`src/rtl/gear_pkg.sv`:
```
// Shared types and the saturated speed-to-band decode for the gear shift controller.
// Latency: n/a (package only).
// Backpressure: n/a.
package gear_pkg;

  typedef enum logic [1:0] {
    IDLE  = 2'd0,
    SHIFT = 2'd1,
    DWELL = 2'd2
  } gear_state_t;

  // Band index of a speed sample: speed / step, saturated at the top gear.
  function automatic int unsigned band_of(input int unsigned spd,
                                          input int unsigned step,
                                          input int unsigned num_gears);
    int unsigned b;
    b = spd / step;
    if (b > num_gears - 1) b = num_gears - 1;
    return b;
  endfunction

endpackage

```
`src/rtl/gear_band_decode.sv`:
```
// Combinational decode of a speed sample into its saturated gear band.
// Latency: 0 cycles (pure combinational).
// Backpressure: none; output follows input continuously.
module gear_band_decode #(
  parameter int SPEED_W   = 4,
  parameter int NUM_GEARS = 4,
  parameter int GEAR_W    = 2,
  parameter int STEP      = 5
) (
  input  logic [SPEED_W-1:0] speed,
  output logic [GEAR_W-1:0]  band
);
  import gear_pkg::*;

  assign band = GEAR_W'(band_of(32'(speed), STEP, NUM_GEARS));

endmodule

```
`src/rtl/gear_shift_ctrl.sv`:
```
// Speed-driven gear controller: single-step shifts via req/ack, minimum dwell between shifts.
// Latency: speed -> target 2 cycles; speed -> shift_req 2 cycles; ack -> next req >= DWELL+1 cycles.
// Backpressure: a pending shift holds shift_req until shift_ack; GEAR_HYST_EN adds downshift hysteresis.
module gear_shift_ctrl #(
  parameter int SPEED_W   = 4,
  parameter int NUM_GEARS = 4,
  parameter int GEAR_W    = 2,
  parameter int STEP      = 5,
  parameter int DWELL     = 4,
  parameter int HYST      = 1
) (
  input  logic               clk,
  input  logic               rst_n,
  input  logic               en,
  input  logic [SPEED_W-1:0] speed,
  input  logic               shift_ack,
  output logic [GEAR_W-1:0]  gear,
  output logic [GEAR_W-1:0]  target,
  output logic               shift_req,
  output logic               shift_up,
  output logic               busy
);
  import gear_pkg::*;

  // Wide enough that (gear+1)*STEP never overflows for legal parameters.
  localparam int CMP_W = SPEED_W + GEAR_W + 1;
  // Counter only ever holds DWELL-1 down to 0.
  localparam int CNT_W = (DWELL > 1) ? $clog2(DWELL) : 1;
  localparam logic [CNT_W-1:0]  DWELL_LOAD = CNT_W'(DWELL - 1);
  localparam logic [GEAR_W-1:0] TOP_GEAR   = GEAR_W'(NUM_GEARS - 1);
  localparam logic [CMP_W-1:0]  STEP_C     = CMP_W'(STEP);
`ifdef GEAR_HYST_EN
  localparam logic [CMP_W-1:0]  HYST_C     = CMP_W'(HYST);
`else
  // Without hysteresis the down threshold sits exactly on the band edge.
  localparam logic [CMP_W-1:0]  HYST_C     = CMP_W'(0 * HYST);
`endif

  logic [SPEED_W-1:0] speed_q;
  logic [GEAR_W-1:0]  band;
  gear_state_t        state, state_d;
  logic [GEAR_W-1:0]  gear_d;
  logic               up_d;
  logic [CNT_W-1:0]   cnt, cnt_d;
  logic [CMP_W-1:0]   speed_w, gear_w, up_thr, dn_base, dn_thr;
  logic               up_cond, dn_cond;

  gear_band_decode #(
    .SPEED_W   (SPEED_W),
    .NUM_GEARS (NUM_GEARS),
    .GEAR_W    (GEAR_W),
    .STEP      (STEP)
  ) u_decode (
    .speed (speed_q),
    .band  (band)
  );

  // Shift thresholds relative to the committed gear; down threshold clamps at zero.
  always_comb begin
    speed_w = CMP_W'(speed_q);
    gear_w  = CMP_W'(gear);
    up_thr  = (gear_w + CMP_W'(1)) * STEP_C;
    dn_base = gear_w * STEP_C;
    dn_thr  = (dn_base > HYST_C) ? (dn_base - HYST_C) : '0;
    up_cond = (gear < TOP_GEAR) && (speed_w >= up_thr);
    dn_cond = (gear != '0) && (speed_w < dn_thr);
  end

  // Sample speed and register its band decode.
  always_ff @(posedge clk or negedge rst_n) begin
    if (!rst_n) begin
      speed_q <= '0;
      target  <= '0;
    end else begin
      speed_q <= speed;
      target  <= band;
    end
  end

  // FSM state, committed gear, latched direction and dwell counter.
  always_ff @(posedge clk or negedge rst_n) begin
    if (!rst_n) begin
      state    <= IDLE;
      gear     <= '0;
      shift_up <= 1'b0;
      cnt      <= '0;
    end else begin
      state    <= state_d;
      gear     <= gear_d;
      shift_up <= up_d;
      cnt      <= cnt_d;
    end
  end

  // Next-state logic: start a shift from IDLE, commit on ack, count out the dwell.
  always_comb begin
    state_d = state;
    gear_d  = gear;
    up_d    = shift_up;
    cnt_d   = cnt;
    case (state)
      IDLE: begin
        // Up and down cannot both hold; up wins by construction anyway.
        if (en && (up_cond || dn_cond)) begin
          state_d = SHIFT;
          up_d    = up_cond;
        end
      end
      SHIFT: begin
        if (shift_ack) begin
          gear_d  = shift_up ? (gear + 1'b1) : (gear - 1'b1);
          state_d = gear_pkg::DWELL;
          cnt_d   = DWELL_LOAD;
        end
      end
      gear_pkg::DWELL: begin
        if (cnt == '0) state_d = IDLE;
        else           cnt_d   = cnt - 1'b1;
      end
      default: state_d = IDLE;
    endcase
  end

  assign shift_req = (state == SHIFT);
  assign busy      = (state != IDLE);

endmodule

```
`config.mk`:
```
export PLATFORM = sky130hd
export DESIGN_NAME = gear_shift_ctrl
export DESIGN_NICKNAME = d
export VERILOG_FILES = /design/src/rtl/gear_pkg.sv /design/src/rtl/gear_band_decode.sv /design/src/rtl/gear_shift_ctrl.sv
export SDC_FILE = /design/constraint.sdc
export NUM_CORES = 1
export LEC_CHECK = 0
export CAP_MARGIN = 20
export CORE_UTILIZATION = 40
export DETAILED_ROUTE_END_ITERATION = 7
export MAX_ROUTING_LAYER = met4
export SLEW_MARGIN = 5
export SYNTH_ARGS = -nofsm -noshare
export SYNTH_HDL_FRONTEND = slang
export SYNTH_HIERARCHICAL = 1
export SYNTH_SLANG_ARGS = --single-unit
```
`constraint.sdc`:
```
create_clock -name clk -period 2.8 [get_ports clk]
set_input_delay 0.56 -clock clk [delete_from_list [all_inputs] [get_ports clk]]
set_output_delay 0.56 -clock clk [all_outputs]
set_load 0.005 [all_outputs]
```
==> metrics, run 1 <==
Critical Path AT 2490 ps; grt ovf 0; leading area contributor after synthesis dfrtp_1; Final nets 123; RSZ-0062 raised after global routing no; delay of the slowest cell on the worst path 530 ps; reg2reg start gear[0]$_DFFE_PN0P_; DRC Markers 0; max frequency 430 MHz; Worst-path clk slew 70 ps; status completed; synthesized area 831 um^2; Synth Area per Inst 10.3 um^2; Initial Util 42.3%; Synth area leaders dfrtp_1, ha_1, inv_1; Synth warnings 6; Worst Path Class, Setup flip-flop to flip-flop; min cycle time layout 2330 ps; n_diodes 0; most used cell, CP ha_1; Post-DP HPWL 1160 um; post-route ant nets 0; routed wire length 1490 um; hold_buf cts 0; core area 1960 um^2; VDD IR max 0.490 mV; Layout Cell Area excl Fill 1030 um^2; routed len/inst 11.8 um; global route hottest layer met2; CP startpoint gear[0]$_DFFE_PN0P_; CTS Buf Count 3; first-pass GRT wire length 2510 um; crit path cell chain inv_1 > ha_1 > or2b_1 > ha_1 > a21oi_1 > o21ai_0 > a2111o_1 > a21bo_1; Max Transition Viols Final 0; Final setup viols 0; Post-synth ARST share 100%; share of cells above drive strength 1 5.05%; CTS tree yes; Total GRT Usage 17.0%; 1st-iter DRT viols 4; Cell Pwr Density 811 nW/um^2; critical hold path startpoint cnt[1]$_DFFE_PN0P_; share of the synthesized area in the top cell type 39.2%; maxcap violations 0; die area 2260 um^2; Root Driver clkbuf_4; slowest CP cell dfrtp_1; EDFF count, synth 0; number of global-route vias before repair 568; Area Growth Syn to Fin 24.1%; Main synth FF type dfrtp_1; H-tree Lvls 1; Worst Path Required 2960 ps; Clock Tree Buf Depth 2; Placer Congestion 0.799; CP max FO 9; Yosys reg bits 13; clk_lat worst skew 270 ps; Pre-Repair DR Iteration Count 3; # resized after CTS 0; initial antenna violation count 0; setup bufs post-CTS 0; Tightest Pin Transition 617 ps; met2 usage 24.9%; die width 47.6 um; Setup TNS Final 0 ps; crit share post-route 83.1%; # rows 16; Worst setup SP type flip-flop; Fin. Hold Viols 0; pin count of the biggest net entering global routing 14; GR Layer Usage met1 22.3%; clock sink total 13; Hold Path Depth 2; Syn Nets 104; Hold Path Class flip-flop to flip-flop; register area share after synthesis 39.2%; CP Capture Type flip-flop; FF-to-FF path depth 8; vias 617; I/O Buffers 14; num ports 15; dpl cell area 1000 um^2; Rel. slew slack 58.7%; Die H 47.6 um; vias per cell 4.90; synth unique cells 26; Setup Skew 2.62 ps; leakage power 0.495 nW; Synth Instances 81; GRT met3 Usage 3.40%
[Yosys cell counts, types with 2 or more instances]
| library cell | instances |
|---|---|
| nor2b_1 | 3 |
| or3b_1 | 2 |
| nor3_1 | 2 |
| dfrtp_1 | 13 |
| o311ai_0 | 2 |
| nand2_1 | 4 |
| nor2_1 | 3 |
| inv_1 | 10 |
| ha_1 | 15 |
| o21ai_0 | 6 |
| a21oi_1 | 3 |
| nand2b_1 | 2 |
| xnor2_1 | 2 |
| or2_2 | 2 |
[sequential cells by signal (all words and copies together) (netlist names)]
signal / flops
shift_up: 1
state: 2
gear: 2
cnt: 2
target: 2
speed_q: 4
[logic make-up after synthesis]
group / after synthesis / share of synthesized area (%)
flops: 13 / 39.2
fa+ha+maj: 15 / 22.6
compound gates: 19 / 15.8
xor+xnor: 3 / 3.16
mux: 1 / 1.20
buf+inv: 10 / 4.52
simple gates: 20 / 13.6
[critical path: cells and delay by family (launching register included)]
kind,cells,cell delay [ps]
flops,1,530
compound gates,4,810
fa+ha+maj,2,530
simple gates,1,230
buf+inv,1,120
[worst paths after layout]
check | endpoint | slack [ps]
max | shift_up$_DFFE_PN0P_ | 470
min | cnt[1]$_DFFE_PN0P_ | 540
max reg2reg | shift_up$_DFFE_PN0P_ | 470
min reg2reg | cnt[1]$_DFFE_PN0P_ | 540
max in group asynchronous | cnt[1]$_DFFE_PN0P_ | 1730
min in group asynchronous | target[1]$_DFF_PN0_ | 670
[metal layers]
metal,up-vias,share of wire (%)
li1,320,-
met1,284,49
met2,9,46
met3,4,2.6
met4,0,2.2
met5,-,0
[area by class of cell]
type                            count  area, um^2
Clock buffer                        4        26.3
Fill cell                         198         931
Inverter                           10        37.5
Multi-Input combinational cell     58         468
Sequential cell                    13         325
Tap cell                           27        33.8
Timing Repair Buffer               14         140
[cells in the final DEF (no fill, tap or decap)]
master,synthesis,final
nand2_1,4,4
a21bo_1,1,1
ha_1,15,15
clkbuf_4,0,3
clkdlybuf4s50_1,0,14
nor3b_1,1,1
xnor2_1,2,2
or2_2,2,2
o21ai_0,6,6
inv_1,10,10
clkbuf_1,0,1
a21o_1,1,1
o2bb2ai_1,1,1
nor3_1,2,2
o2111ai_1,1,1
or3b_1,2,2
o211ai_1,1,1
nand2b_1,2,2
o311ai_0,2,2
nor2b_1,3,3
o31a_1,1,1
nor2_1,3,3
or2b_1,1,1
o22ai_1,1,1
xor2_1,1,1
mux2i_1,1,1
a21oi_1,3,3
a2111o_1,1,1
dfrtp_1,13,13
[report_power, final]
group / internal [mW] / leakage [nW] / total (mW) / switching (mW)
registers: 0.241 / 0.153 / 0.315 / 0.0736
logic: 0.225 / 0.327 / 0.409 / 0.184
clock network: 0.0552 / 0.0150 / 0.113 / 0.0576
[metrics by stage]
stage	hold slack [ps]	setup slack (ps)	total power, mW	instances	utilization [%]
2_1_floorplan	264	629	0.570	81	-
3_3_place_gp	513	548	0.718	122	51.2
3_5_place_dp	521	487	0.733	122	51.2
4_1_cts	541	477	0.852	126	52.6
5_1_grt	589	288	0.945	126	52.6
6_report	542	474	0.837	126	52.6
Power figures use the tool's default switching activity.
==> run 2: changes to the inputs <==
- clock period: 2.8 -> 2.25 ns (I/O delays scaled with it)
==> run 2 against run 1 <==
Compared with the run above:
- critical path depth stayed put
- via count increased by 2.1%
- sequential share of layout area fell by 0.49 points
- largest power group unchanged
- sequential power up 14%
- highest routed layer unchanged
- cell count up 1.6%
- first-iteration DRC count grew 100%
- design area rose by 1.6%
==> metrics, run 2 (synthesis results as in run 1) <==
r2r setup slk 180 ps; Rel. slew slack 62.2%; status completed; delay of the slowest cell on the worst path 430 ps; Setup Skew 5.13 ps; WHS Endpoint shift_up$_DFFE_PN0P_; Layout fillers 208; reg-to-reg endpoint shift_up$_DFFE_PN0P_; I/O Buffers 14; n_diodes 0; Cell Pwr Density 1020 nW/um^2; Worst Path Required 2410 ps; initial antenna violation count 0; leakage power 0.507 nW; most used cell, CP ha_1; slowest CP cell a2111o_1; WP depth 8; # resized after CTS 0; VDD IR max 0.550 mV; CTS Buf Count 3; Fin. Hold Viols 0; CP Capture Type flip-flop; Tot Pwr 1.07 mW; vias 630; Worst-path clk slew 80 ps; vias per cell 4.92; FF-to-FF path depth 8; maxcap violations 0; crit path cell chain inv_1 > ha_1 > or2b_1 > ha_1 > a21oi_1 > o21ai_0 > a2111o_1 > a21bo_1; Pre-Repair DR Iteration Count 4; routed len/inst 11.3 um; Initial Util 42.3%; 1st-iter DRT viols 8; pin count of the biggest net entering global routing 14; core area 1960 um^2; clock sink total 13; share of cells above drive strength 1 7.92%; Clock Tree Buf Depth 2; min cycle time layout 2070 ps; Post-DP HPWL 1180 um; die area 2260 um^2; Die H 47.6 um; setup bufs post-CTS 0; crit share post-route 91.9%; max frequency 484 MHz; Placer Congestion 0.773; Setup WS post-layout 183 ps; critical hold path startpoint shift_up$_DFFE_PN0P_; number of buffers and inverters on the critical path 1; Worst path top cell family by delay compound AO/OA/AOI/OAI gates; final hold slack 531 ps; Final setup viols 0; clk_lat worst skew 270 ps; Tightest Pin Transition 565 ps; most common cell after layout, fill and taps aside ha_1; Root Driver clkbuf_4; number of global-route vias before repair 577; Max Transition Viols Final 0; CP max FO 3; num ports 15; Multi-input gate area 468 um^2; most frequent cells in the layout ha_1, clkdlybuf4s50_1, dfrtp_1; CTS tree yes; routed wire length 1450 um; worst slack, placed 187 ps; grt ovf 0; final core utilization 53.4%; # rows 16; Area Growth Syn to Fin 26.1%; Hold Path Class flip-flop to flip-flop; Worst setup SP type flip-flop; first-pass GRT wire length 2470 um; H-tree Lvls 1; hold_buf cts 0; die width 47.6 um; Setup TNS Final 0 ps; reg2reg start gear[1]$_DFFE_PN0P_; RSZ-0062 raised after global routing no; max reg flops 4; post-route ant nets 0; Total GRT Usage 16.1%; DRC Markers 0; Hold Path Depth 1; Critical Path AT 2230 ps; Biggest register speed_q; Worst Path Class, Setup flip-flop to flip-flop; register area 325 um^2; Final nets 125
[run 2: cell types whose count changed in the layout (fill, tap and decap cells not counted)]
| cell | before | now |
|---|---|---|
| clkbuf_1 | 1 | 0 |
| buf_4 | 0 | 2 |
| clkinv_2 | 0 | 1 |
[run 2: layer usage]
layer | share of wire (%) | track usage [%] | wire, um | up-vias
li1 | - | - | - | 324
met4 | 0.97 | 6.67 | 14 | 0
met1 | 50 | 21.8 | 722 | 297
met3 | 2.5 | 2.26 | 36 | 2
met2 | 47 | 24.1 | 674 | 7
met5 | 0 | - | 0 | -
[run 2: worst max-delay path by stage]
stage | from | endpoint | slack, ps
2_1_floorplan | gear[0]$_DFFE_PN0P_ | shift_up$_DFFE_PN0P_ | 80
3_3_place_gp | gear[1]$_DFFE_PN0P_ | shift_up$_DFFE_PN0P_ | 230
3_5_place_dp | gear[1]$_DFFE_PN0P_ | shift_up$_DFFE_PN0P_ | 190
4_1_cts | gear[1]$_DFFE_PN0P_ | shift_up$_DFFE_PN0P_ | 170
5_1_grt | gear[1]$_DFFE_PN0P_ | shift_up$_DFFE_PN0P_ | 40
6_report | gear[1]$_DFFE_PN0P_ | shift_up$_DFFE_PN0P_ | 180
[run 2: per-stage QoR]
stage                     cells  cell area [um^2]
after floorplan              81               831
after global placement      124              1020
after detailed placement    124              1020
after CTS                   128              1050
after global routing        128              1050
final                       128              1050
[run 2: area by class of cell]
type                    count  share of cell area, %
clock buffers               3                   2.15
well taps                  27                   3.23
repair buffers             16                   14.8
clock inverters             1                  0.478
flip-flops and latches     13                   31.1
multi-input cells          58                   44.7
inverters                  10                   3.58
[run 2: power by group]
group	total (mW)	internal (mW)	switching, mW
logic	0.571	0.304	0.266
registers	0.360	0.300	0.0600
clock network	0.139	0.0656	0.0730
[run 2: worst reg2reg max path, delay by kind of cell, from the launching register on]
kind | cells | cell delay, ps
AOI/OAI and AO/OA | 4 | 830
adders and majority gates | 2 | 500
buffers and inverters | 1 | 80
DFF | 1 | 340
and+or+nand+nor | 1 | 230
